## config.mk

```make
export PLATFORM = sky130hd
export DESIGN_NAME = instr_fetch
export DESIGN_NICKNAME = d
export VERILOG_FILES = /design/src/rtl/instr_fetch.sv
export SDC_FILE = /design/constraint.sdc
export NUM_CORES = 1
export LEC_CHECK = 0
export CORE_AREA = 2 2 187 116
export DETAILED_ROUTE_END_ITERATION = 7
export DIE_AREA = 0 0 189 118
export PLACE_DENSITY_LB_ADDON = 0.05
export SKIP_CTS_REPAIR_TIMING = 1
export SLEW_MARGIN = 25
export SYNTH_ARGS = -nofsm -noshare
export SYNTH_HDL_FRONTEND = slang
export SYNTH_SLANG_ARGS = --single-unit
```

## constraint.sdc

```tcl
create_clock -name clk -period 6.1 [get_ports clk]
set_clock_uncertainty 0.15 [all_clocks]
set_input_delay 0.915 -clock clk [delete_from_list [all_inputs] [get_ports clk]]
set_output_delay 0.915 -clock clk [all_outputs]
set_load 0.01 [all_outputs]
```

## src/rtl/instr_fetch.sv

```systemverilog
`default_nettype none
// +------------------------------------------------------------------------+
// | instr_fetch: fetch PC owner, imem req/gnt/rvalid master, instr FIFO.     |
// | Optional macro IFETCH_PERF_EN adds perf_fetched/perf_discarded counters. |
// | Revision: 1.0                                                            |
// +------------------------------------------------------------------------+
module instr_fetch #(
  parameter logic [31:0] RESET_PC   = 32'h0000_0000,
  parameter int          FIFO_DEPTH = 2
) (
  input  logic        clk,
  input  logic        reset,
  output logic        imem_req,
  output logic [31:0] imem_addr,
  input  logic        imem_gnt,
  input  logic        imem_rvalid,
  input  logic [31:0] imem_rdata,
  input  logic        redirect_valid,
  input  logic [31:0] redirect_pc,
  output logic        instr_valid,
  input  logic        instr_ready,
  output logic [31:0] instruction,
  output logic [31:0] instr_pc
`ifdef IFETCH_PERF_EN
  ,
  output logic [31:0] perf_fetched,
  output logic [31:0] perf_discarded
`endif
);

  localparam int          PW      = $clog2(FIFO_DEPTH);
  localparam int          CW      = $clog2(FIFO_DEPTH + 1);
  localparam logic [CW:0] C_DEPTH = (CW + 1)'(FIFO_DEPTH);

  typedef enum logic [1:0] {
    BOOT  = 2'd0,
    FETCH = 2'd1,
    FLUSH = 2'd2
  } state_e;

  state_e          state_q, state_d;
  logic [31:0]     fetch_pc_q, fetch_pc_d;
  logic [31:0]     resp_pc_q, resp_pc_d;
  logic [CW-1:0]   outstanding_q, outstanding_d;
  logic [CW-1:0]   discard_q, discard_d;
  logic [CW-1:0]   count_q, count_d;
  logic [PW-1:0]   rd_ptr_q, rd_ptr_d;
  logic [PW-1:0]   wr_ptr_q, wr_ptr_d;
  logic [31:0]     word_q [FIFO_DEPTH];
  logic [31:0]     word_d [FIFO_DEPTH];
  logic [31:0]     pcmem_q [FIFO_DEPTH];
  logic [31:0]     pcmem_d [FIFO_DEPTH];

  logic        gnt, rsp, push, pop, drop;
  logic [31:0] redirect_target;
  logic        unused_redirect_lsbs;

  assign unused_redirect_lsbs = ^redirect_pc[1:0];
  assign redirect_target      = {redirect_pc[31:2], 2'b00};

  assign imem_addr   = fetch_pc_q;
  assign instr_valid = (count_q != '0);
  assign instruction = instr_valid ? word_q[rd_ptr_q] : 32'h0;
  assign instr_pc    = instr_valid ? pcmem_q[rd_ptr_q] : 32'h0;

  always_comb begin
    state_d       = state_q;
    fetch_pc_d    = fetch_pc_q;
    resp_pc_d     = resp_pc_q;
    discard_d     = discard_q;
    rd_ptr_d      = rd_ptr_q;
    wr_ptr_d      = wr_ptr_q;
    word_d        = word_q;
    pcmem_d       = pcmem_q;
    imem_req      = 1'b0;

    case (state_q)
      BOOT:    state_d  = FETCH;
      // Credit rule: in-flight plus buffered words never exceed the FIFO size.
      FETCH:   imem_req = ({1'b0, outstanding_q} + {1'b0, count_q}) < C_DEPTH;
      FLUSH:   imem_req = 1'b0;
      default: state_d  = BOOT;
    endcase

    gnt  = imem_req & imem_gnt;
    rsp  = imem_rvalid & (outstanding_q != '0);
    pop  = instr_valid & instr_ready & ~redirect_valid;
    push = rsp & (state_q == FETCH) & ~redirect_valid;
    drop = rsp & ~push;

    outstanding_d = outstanding_q + CW'(gnt) - CW'(rsp);
    count_d       = count_q + CW'(push) - CW'(pop);

    if (gnt) fetch_pc_d = fetch_pc_q + 32'd4;
    if (push) begin
      word_d[wr_ptr_q]  = imem_rdata;
      pcmem_d[wr_ptr_q] = resp_pc_q;
      wr_ptr_d          = wr_ptr_q + PW'(1);
      resp_pc_d         = resp_pc_q + 32'd4;
    end
    if (pop) rd_ptr_d = rd_ptr_q + PW'(1);

    if ((state_q == FLUSH) && rsp) begin
      discard_d = discard_q - CW'(1);
      if (discard_d == '0) state_d = FETCH;
    end

    // In FLUSH every in-flight word is already being discarded, so only the PCs move.
    if (redirect_valid) begin
      fetch_pc_d = redirect_target;
      resp_pc_d  = redirect_target;
      rd_ptr_d   = '0;
      wr_ptr_d   = '0;
      count_d    = '0;
      if (state_q == FETCH) begin
        discard_d = outstanding_d;
        state_d   = (outstanding_d != '0) ? FLUSH : FETCH;
      end
    end
  end

  always_ff @(posedge clk or posedge reset) begin
    if (reset) begin
      state_q       <= BOOT;
      fetch_pc_q    <= RESET_PC;
      resp_pc_q     <= RESET_PC;
      outstanding_q <= '0;
      discard_q     <= '0;
      count_q       <= '0;
      rd_ptr_q      <= '0;
      wr_ptr_q      <= '0;
      for (int i = 0; i < FIFO_DEPTH; i++) begin
        word_q[i]  <= 32'h0;
        pcmem_q[i] <= 32'h0;
      end
    end else begin
      state_q       <= state_d;
      fetch_pc_q    <= fetch_pc_d;
      resp_pc_q     <= resp_pc_d;
      outstanding_q <= outstanding_d;
      discard_q     <= discard_d;
      count_q       <= count_d;
      rd_ptr_q      <= rd_ptr_d;
      wr_ptr_q      <= wr_ptr_d;
      word_q        <= word_d;
      pcmem_q       <= pcmem_d;
    end
  end

`ifdef IFETCH_PERF_EN
  logic [31:0] perf_fetched_q, perf_fetched_d;
  logic [31:0] perf_discarded_q, perf_discarded_d;

  always_comb begin
    perf_fetched_d   = perf_fetched_q + 32'(push);
    perf_discarded_d = perf_discarded_q + 32'(drop);
  end

  always_ff @(posedge clk or posedge reset) begin
    if (reset) begin
      perf_fetched_q   <= 32'h0;
      perf_discarded_q <= 32'h0;
    end else begin
      perf_fetched_q   <= perf_fetched_d;
      perf_discarded_q <= perf_discarded_d;
    end
  end

  assign perf_fetched   = perf_fetched_q;
  assign perf_discarded = perf_discarded_q;
`else
  logic unused_drop;
  assign unused_drop = drop;
`endif

  no_orphan_rvalid: assert property (@(posedge clk) disable iff (reset)
    imem_rvalid |-> (outstanding_q != '0));

endmodule
`default_nettype wire
```

==> flow_metrics.tcl, run 1 <==
set metrics [dict create \
    outcome "completed" \
    grt_pass1_vias 7359 \
    cts_root_buffer "clkbuf_16" \
    antenna_found_initial 0 \
    endpoint_kind "output pin" \
    drive_above_1_share_pct 17.54 \
    fin_crit_sh_pct 66.19 \
    finalPower_mw 4.867 \
    synth-edff-count 0 \
    slew_headroom_pct 28.59 \
    dr.pass1.iters 5 \
    place.gp.congestion 0.8481 \
    clk_latency_ns 0.43 \
    start_util_pct 48.28 \
    syn_area_um2 9932 \
    final_max_slew_viol_count 0 \
    setup_viol 0 \
    grt_first_pass_wirelength_mm 40.14 \
    startpoint "count_q[0]" \
    max_stage_delay_ns 0.61 \
    grt_util_all_layers_pct 22.54 \
    worst_path_max_delay_cell "clkdlybuf4s50_1" \
    ys_seq_area_share_pct 48.88 \
    clock.fmax_ghz 0.2477 \
    overflow 0 \
    r2r-start "count_q[0]" \
    fp.coreArea_um2 20570 \
    die_w_um 189 \
    clock-sinks 194 \
    layout_common_cells "193 x dfrtp_1, 160 x clkdlybuf4s50_1, 131 x mux2_2, 97 x nor2_1, 65 x mux2i_1" \
    portBuffers 161 \
    dieHeight_um 118 \
    synth_flop_cell "dfrtp_1" \
    maxCapViolations 0 \
    clock_path_buffers 2 \
    clkTransAtPathRegs_ns 0.07 \
    vias 7565 \
    start_kind "register" \
    io_pins 168 \
    row_count 41 \
    drt-vias-per-instance 5.697 \
    cp_cell_sequence "and2_1 -> fa_1 -> or4b_1 -> inv_1 -> clkdlybuf4s50_1" \
    p_leak_nw 4.932 \
    grt_max_degree 111 \
    r2r_cells 7 \
    ys_ff_latch 194 \
    async_flop_share_pct 100.0 \
    drt-total-wl_mm 24.29 \
    cp_top_family "buffers and inverters" \
    worstMarginPinSlew_ns 1.069 \
    cp.buffers_inverters 2 \
    nNetsFinal 1114 \
    period_minus_slack_ns 4.037 \
    final_common_cell "dfrtp_1" \
    crit_end "imem_req" \
    avgSynthCellArea_um2 10.93 \
    area_growth_pct 24.21 \
    hold_viol 0 \
    cts_tree "built" \
    dp_hpwl_mm 16.22 \
    crit_required_ns 5.03 \
    yosysWarnings 0 \
    ir_worst_vdd_uv 246.7 \
    powerDensity_nw_per_um2 394.5 \
    fin_setup_tns_ns 0 \
    hold-worst-slack_ns 0.3554 \
    drt_iter0_drc 554 \
    rsz0062_at_grt "no" \
    ff2ff_setup_slack_ns 2.45 \
    htreeDepth 4 \
    path_max_fanout 12 \
    die_area_um2 22300 \
    wl_per_cell_um 18.29 \
    holdCritPathClass "register to register" \
    diodes 0 \
    path_class "register to output pin" \
    r2r_end "imem_addr[29]" \
    synth_cell_types 53 \
    synthCells 909 \
    drc 0 \
    cp.depth 5 \
    arrival_ns 2.97 \
    numCtsBuffers 17 \
    ant_nets 0 \
]
==> flip-flops by register name, indices dropped and copies added, names as in the netlist <==
signal         count
word_q            64
pcmem_q           60
imem_addr         30
resp_pc_q         30
count_q            2
discard_q          2
outstanding_q      2
state_q            2
rd_ptr_q           1
wr_ptr_q           1
==> how the worst min path moves through the flow <==
stage	end	start	slack (ns)	cells past startpoint
after global routing	word_q[34]	word_q[34]	0.37	1
after CTS	pcmem_q[48]	pcmem_q[48]	0.36	1
after floorplan	pcmem_q[34]	pcmem_q[34]	0.33	1
after detailed placement	word_q[62]	word_q[62]	0.34	1
after global placement	pcmem_q[35]	pcmem_q[35]	0.34	1
final	pcmem_q[12]	pcmem_q[12]	0.36	1
==> Yosys cell counts (15+ instances only) <==
library cell | number | area [um2]
dfrtp_1 | 194 | 4855
mux2_2 | 131 | 1475
nor2_1 | 100 | 375.4
mux2i_1 | 65 | 650.6
clkbuf_1 | 44 | 165.2
nand2_1 | 29 | 108.9
nand4_1 | 27 | 168.9
nor3_1 | 23 | 115.1
nand3_1 | 22 | 110.1
nor4_1 | 18 | 112.6
inv_1 | 17 | 63.81
a211oi_1 | 16 | 120.1
a21oi_1 | 16 | 80.08
and4_1 | 15 | 131.4
buf_2 | 15 | 75.07
o31ai_1 | 15 | 112.6
==> layout make-up <==
cell class	instances	area, um2
Timing Repair Buffer	171	1714
Fill cell	1758	8234
Multi-Input combinational cell	635	4765
Clock inverter	11	102.6
Clock buffer	21	480.5
Inverter	17	67.56
Sequential cell	194	4858
Tap cell	279	349.1
==> kinds of logic (layout without fill, tap and decap cells) <==
kind of cell,after synthesis,count (layout),share of synthesized area (%)
other cells,1,4,0.03776
buf+inv,83,220,3.553
simple gates,300,300,15.70
compound gates,111,111,7.937
flops,194,194,48.88
fa+ha+maj,8,8,1.083
mux,196,196,21.40
xor+xnor,16,16,1.411
==> layer usage <==
layer	global-route usage, %	vias up	part of all wire [%]
met5	0	-	0
met3	4.532	15	5.7
li1	-	3584	-
met1	34.13	3761	50
met2	33.15	205	44
met4	5.078	0	0.82
==> per-stage QoR <==
| stage | instances | utilization (%) | area [um2] | setup slack, ns |
|---|---|---|---|---|
| global route | 1328 | 59.97 | 12340 | 1.933 |
| floorplan | 912 | - | 9947 | 2.531 |
| global placement | 1295 | 56.97 | 11720 | 2.233 |
| finish | 1328 | 59.97 | 12340 | 2.063 |
| CTS | 1328 | 59.94 | 12330 | 2.058 |
| detailed placement | 1296 | 57.11 | 11750 | 2.241 |
==> power by group <==
part	leakage, nW	internal [mW]	total (mW)	switching, mW
Combinational	2.27	0.941	1.68	0.737
Clock	0.281	0.608	1.10	0.496
Sequential	2.38	1.74	2.08	0.347
Total	4.93	3.29	4.87	1.58
(Power assumes the default switching activity.)
==> run 2, diff against run 1 <==
--- a/config.mk
+++ b/config.mk
@@ -5,9 +5,9 @@
 export SDC_FILE = /design/constraint.sdc
 export NUM_CORES = 1
 export LEC_CHECK = 0
-export CORE_AREA = 2 2 187 116
+export CORE_AREA = 2 2 179 111
 export DETAILED_ROUTE_END_ITERATION = 7
-export DIE_AREA = 0 0 189 118
+export DIE_AREA = 0 0 181 113
 export PLACE_DENSITY_LB_ADDON = 0.05
 export SKIP_CTS_REPAIR_TIMING = 1
 export SLEW_MARGIN = 25
==> constraint.sdc (replaced) <==
create_clock -name clk -period 3.73 [get_ports clk]
set_clock_uncertainty 0.15 [all_clocks]
set_input_delay 0.5595 -clock clk [delete_from_list [all_inputs] [get_ports clk]]
set_output_delay 0.5595 -clock clk [all_outputs]
set_load 0.01 [all_outputs]
==> run 2 against run 1 <==
Net effect:
- global-route usage is 1.6 points higher
- setup slack got worse by 1.9 ns
- clock-buffer cell count shrank 1
- critical path type unchanged
==> flow_metrics.tcl, run 2 (synthesis gave the netlist of run 1 again) <==
set metrics [dict create \
    outcome "completed" \
    clock_path_buffers 2 \
    dieHeight_um 113 \
    setup_viol 0 \
    period_minus_slack_ns 3.540 \
    drt-vias-per-instance 5.804 \
    rsz0062_at_grt "no" \
    layout_common_cells "193 x dfrtp_1, 160 x clkdlybuf4s50_1, 131 x mux2_2, 97 x nor2_1, 65 x mux2i_1" \
    start_kind "register" \
    final_common_cell "dfrtp_1" \
    cts_tree "built" \
    grt_max_degree 71 \
    die_area_um2 20450 \
    r2r-start "count_q[0]" \
    path_class "register to output pin" \
    arrival_ns 2.83 \
    dpl_cell_area_um2 11920 \
    wl_per_cell_um 18.34 \
    drt_iter0_drc 743 \
    grt_pass1_vias 7216 \
    nFillCells 1482 \
    largest_register "word_q" \
    crit_required_ns 3.02 \
    start_util_pct 53.00 \
    startpoint "count_q[0]" \
    fin_crit_sh_pct 94.91 \
    numCtsBuffers 17 \
    stdcell_area_um2 12550 \
    slew_headroom_pct 54.70 \
    hold-worst-slack_ns 0.3427 \
    reg_top3 "word_q: 64 flops, pcmem_q: 60 flops" \
    ant_nets 0 \
    nNetsFinal 1130 \
    antenna_found_initial 0 \
    powerDensity_nw_per_um2 652.8 \
    clock-sinks 194 \
    vias 7609 \
    maxCapViolations 0 \
    drt-total-wl_mm 24.05 \
    cts_root_buffer "clkbuf_16" \
    overflow 0 \
    final_max_slew_viol_count 0 \
    finalPower_mw 8.195 \
    portBuffers 161 \
    dr.pass1.iters 5 \
    final_util_pct 66.99 \
    ir_worst_vdd_uv 537.4 \
    p_leak_nw 5.066 \
    clk_latency_ns 0.43 \
    row_count 39 \
    grt_first_pass_wirelength_mm 39.21 \
    endpoint_kind "output pin" \
    dp_hpwl_mm 16.70 \
    fin_setup_tns_ns 0 \
    path_max_fanout 11 \
    diodes 0 \
    clkTransAtPathRegs_ns 0.07 \
    grt_util_all_layers_pct 24.18 \
    worstMarginPinSlew_ns 0.6795 \
    largest_register_ffs 64 \
    die_w_um 181 \
    area_growth_pct 26.39 \
    holdCritPathClass "primary input to asynchronous set/reset pin" \
    htreeDepth 4 \
    fp.coreArea_um2 18740 \
    place.gp.congestion 0.8591 \
    io_pins 168 \
    drc 0 \
    hold_viol 0 \
    drive_above_1_share_pct 18.50 \
    clock.fmax_ghz 0.2825 \
    ff2ff_setup_slack_ns 0.48 \
]
## run 2: cell count changes in the layout (fill, tap and decap cells not counted)
cell / delta
buf_12: +9
buf_4: +8
bufinv_16: +3
clkbuf_8: -2
clkinvlp_4: -2
buf_16: -1
clkbuf_1: +1
clkinv_1: +1
clkinv_4: -1
inv_2: -1
inv_6: +1
nor4_1: +1
nor4_2: -1
## run 2: worst paths after layout
| check | to | depth (start not counted) |
|---|---|---|
| max | imem_req | 6 |
| min | imem_addr[31] | 2 |
| max reg2reg | state_q[1] | 12 |
| min reg2reg | word_q[40] | 1 |
| max in group asynchronous | word_q[55] | 3 |
| min in group clk | word_q[40] | 1 |
## run 2: power by group
part | switching [mW] | total [mW] | internal (mW) | leakage [nW]
combinational | 1.26 | 2.85 | 1.59 | 2.37
sequential | 0.524 | 3.37 | 2.84 | 2.38
clock | 0.813 | 1.98 | 1.16 | 0.311
## run 2: per-layer routing
metal / vias to the layer above / wire [um] / part of all wire, % / track usage [%]
li1: 3620 / - / - / -
met1: 3732 / 11960 / 50 / 37.59
met2: 238 / 10450 / 43 / 35.03
met3: 19 / 1440 / 6.0 / 4.731
met4: 0 / 194 / 0.81 / 5.312
met5: - / 0 / 0 / 0
## run 2: final cells by class
type	count	area (um2)	share of cell area, %
Inverter	17	67.56	0.5382
Sequential cell	194	4858	38.70
Clock inverter	12	177.7	1.415
Multi-Input combinational cell	635	4758	37.90
Timing Repair Buffer	187	1927	15.35
Tap cell	246	307.8	2.452
Clock buffer	20	456.7	3.638
## run 2: stage by stage
stage	cells	setup WS, ns
2_1_floorplan	912	0.4403
3_3_place_gp	1279	0.5031
3_5_place_dp	1279	0.4874
4_1_cts	1311	0.1691
5_1_grt	1311	0.09486
6_report	1311	0.1898
## run 2: worst max-delay path, stage by stage, from the launching register on
cell	delay, ns
dfrtp_1	0.42
and2_1	0.16
fa_1	0.42
or4b_1	0.58
inv_1	0.10
buf_4	0.17
clkdlybuf4s50_1	0.55
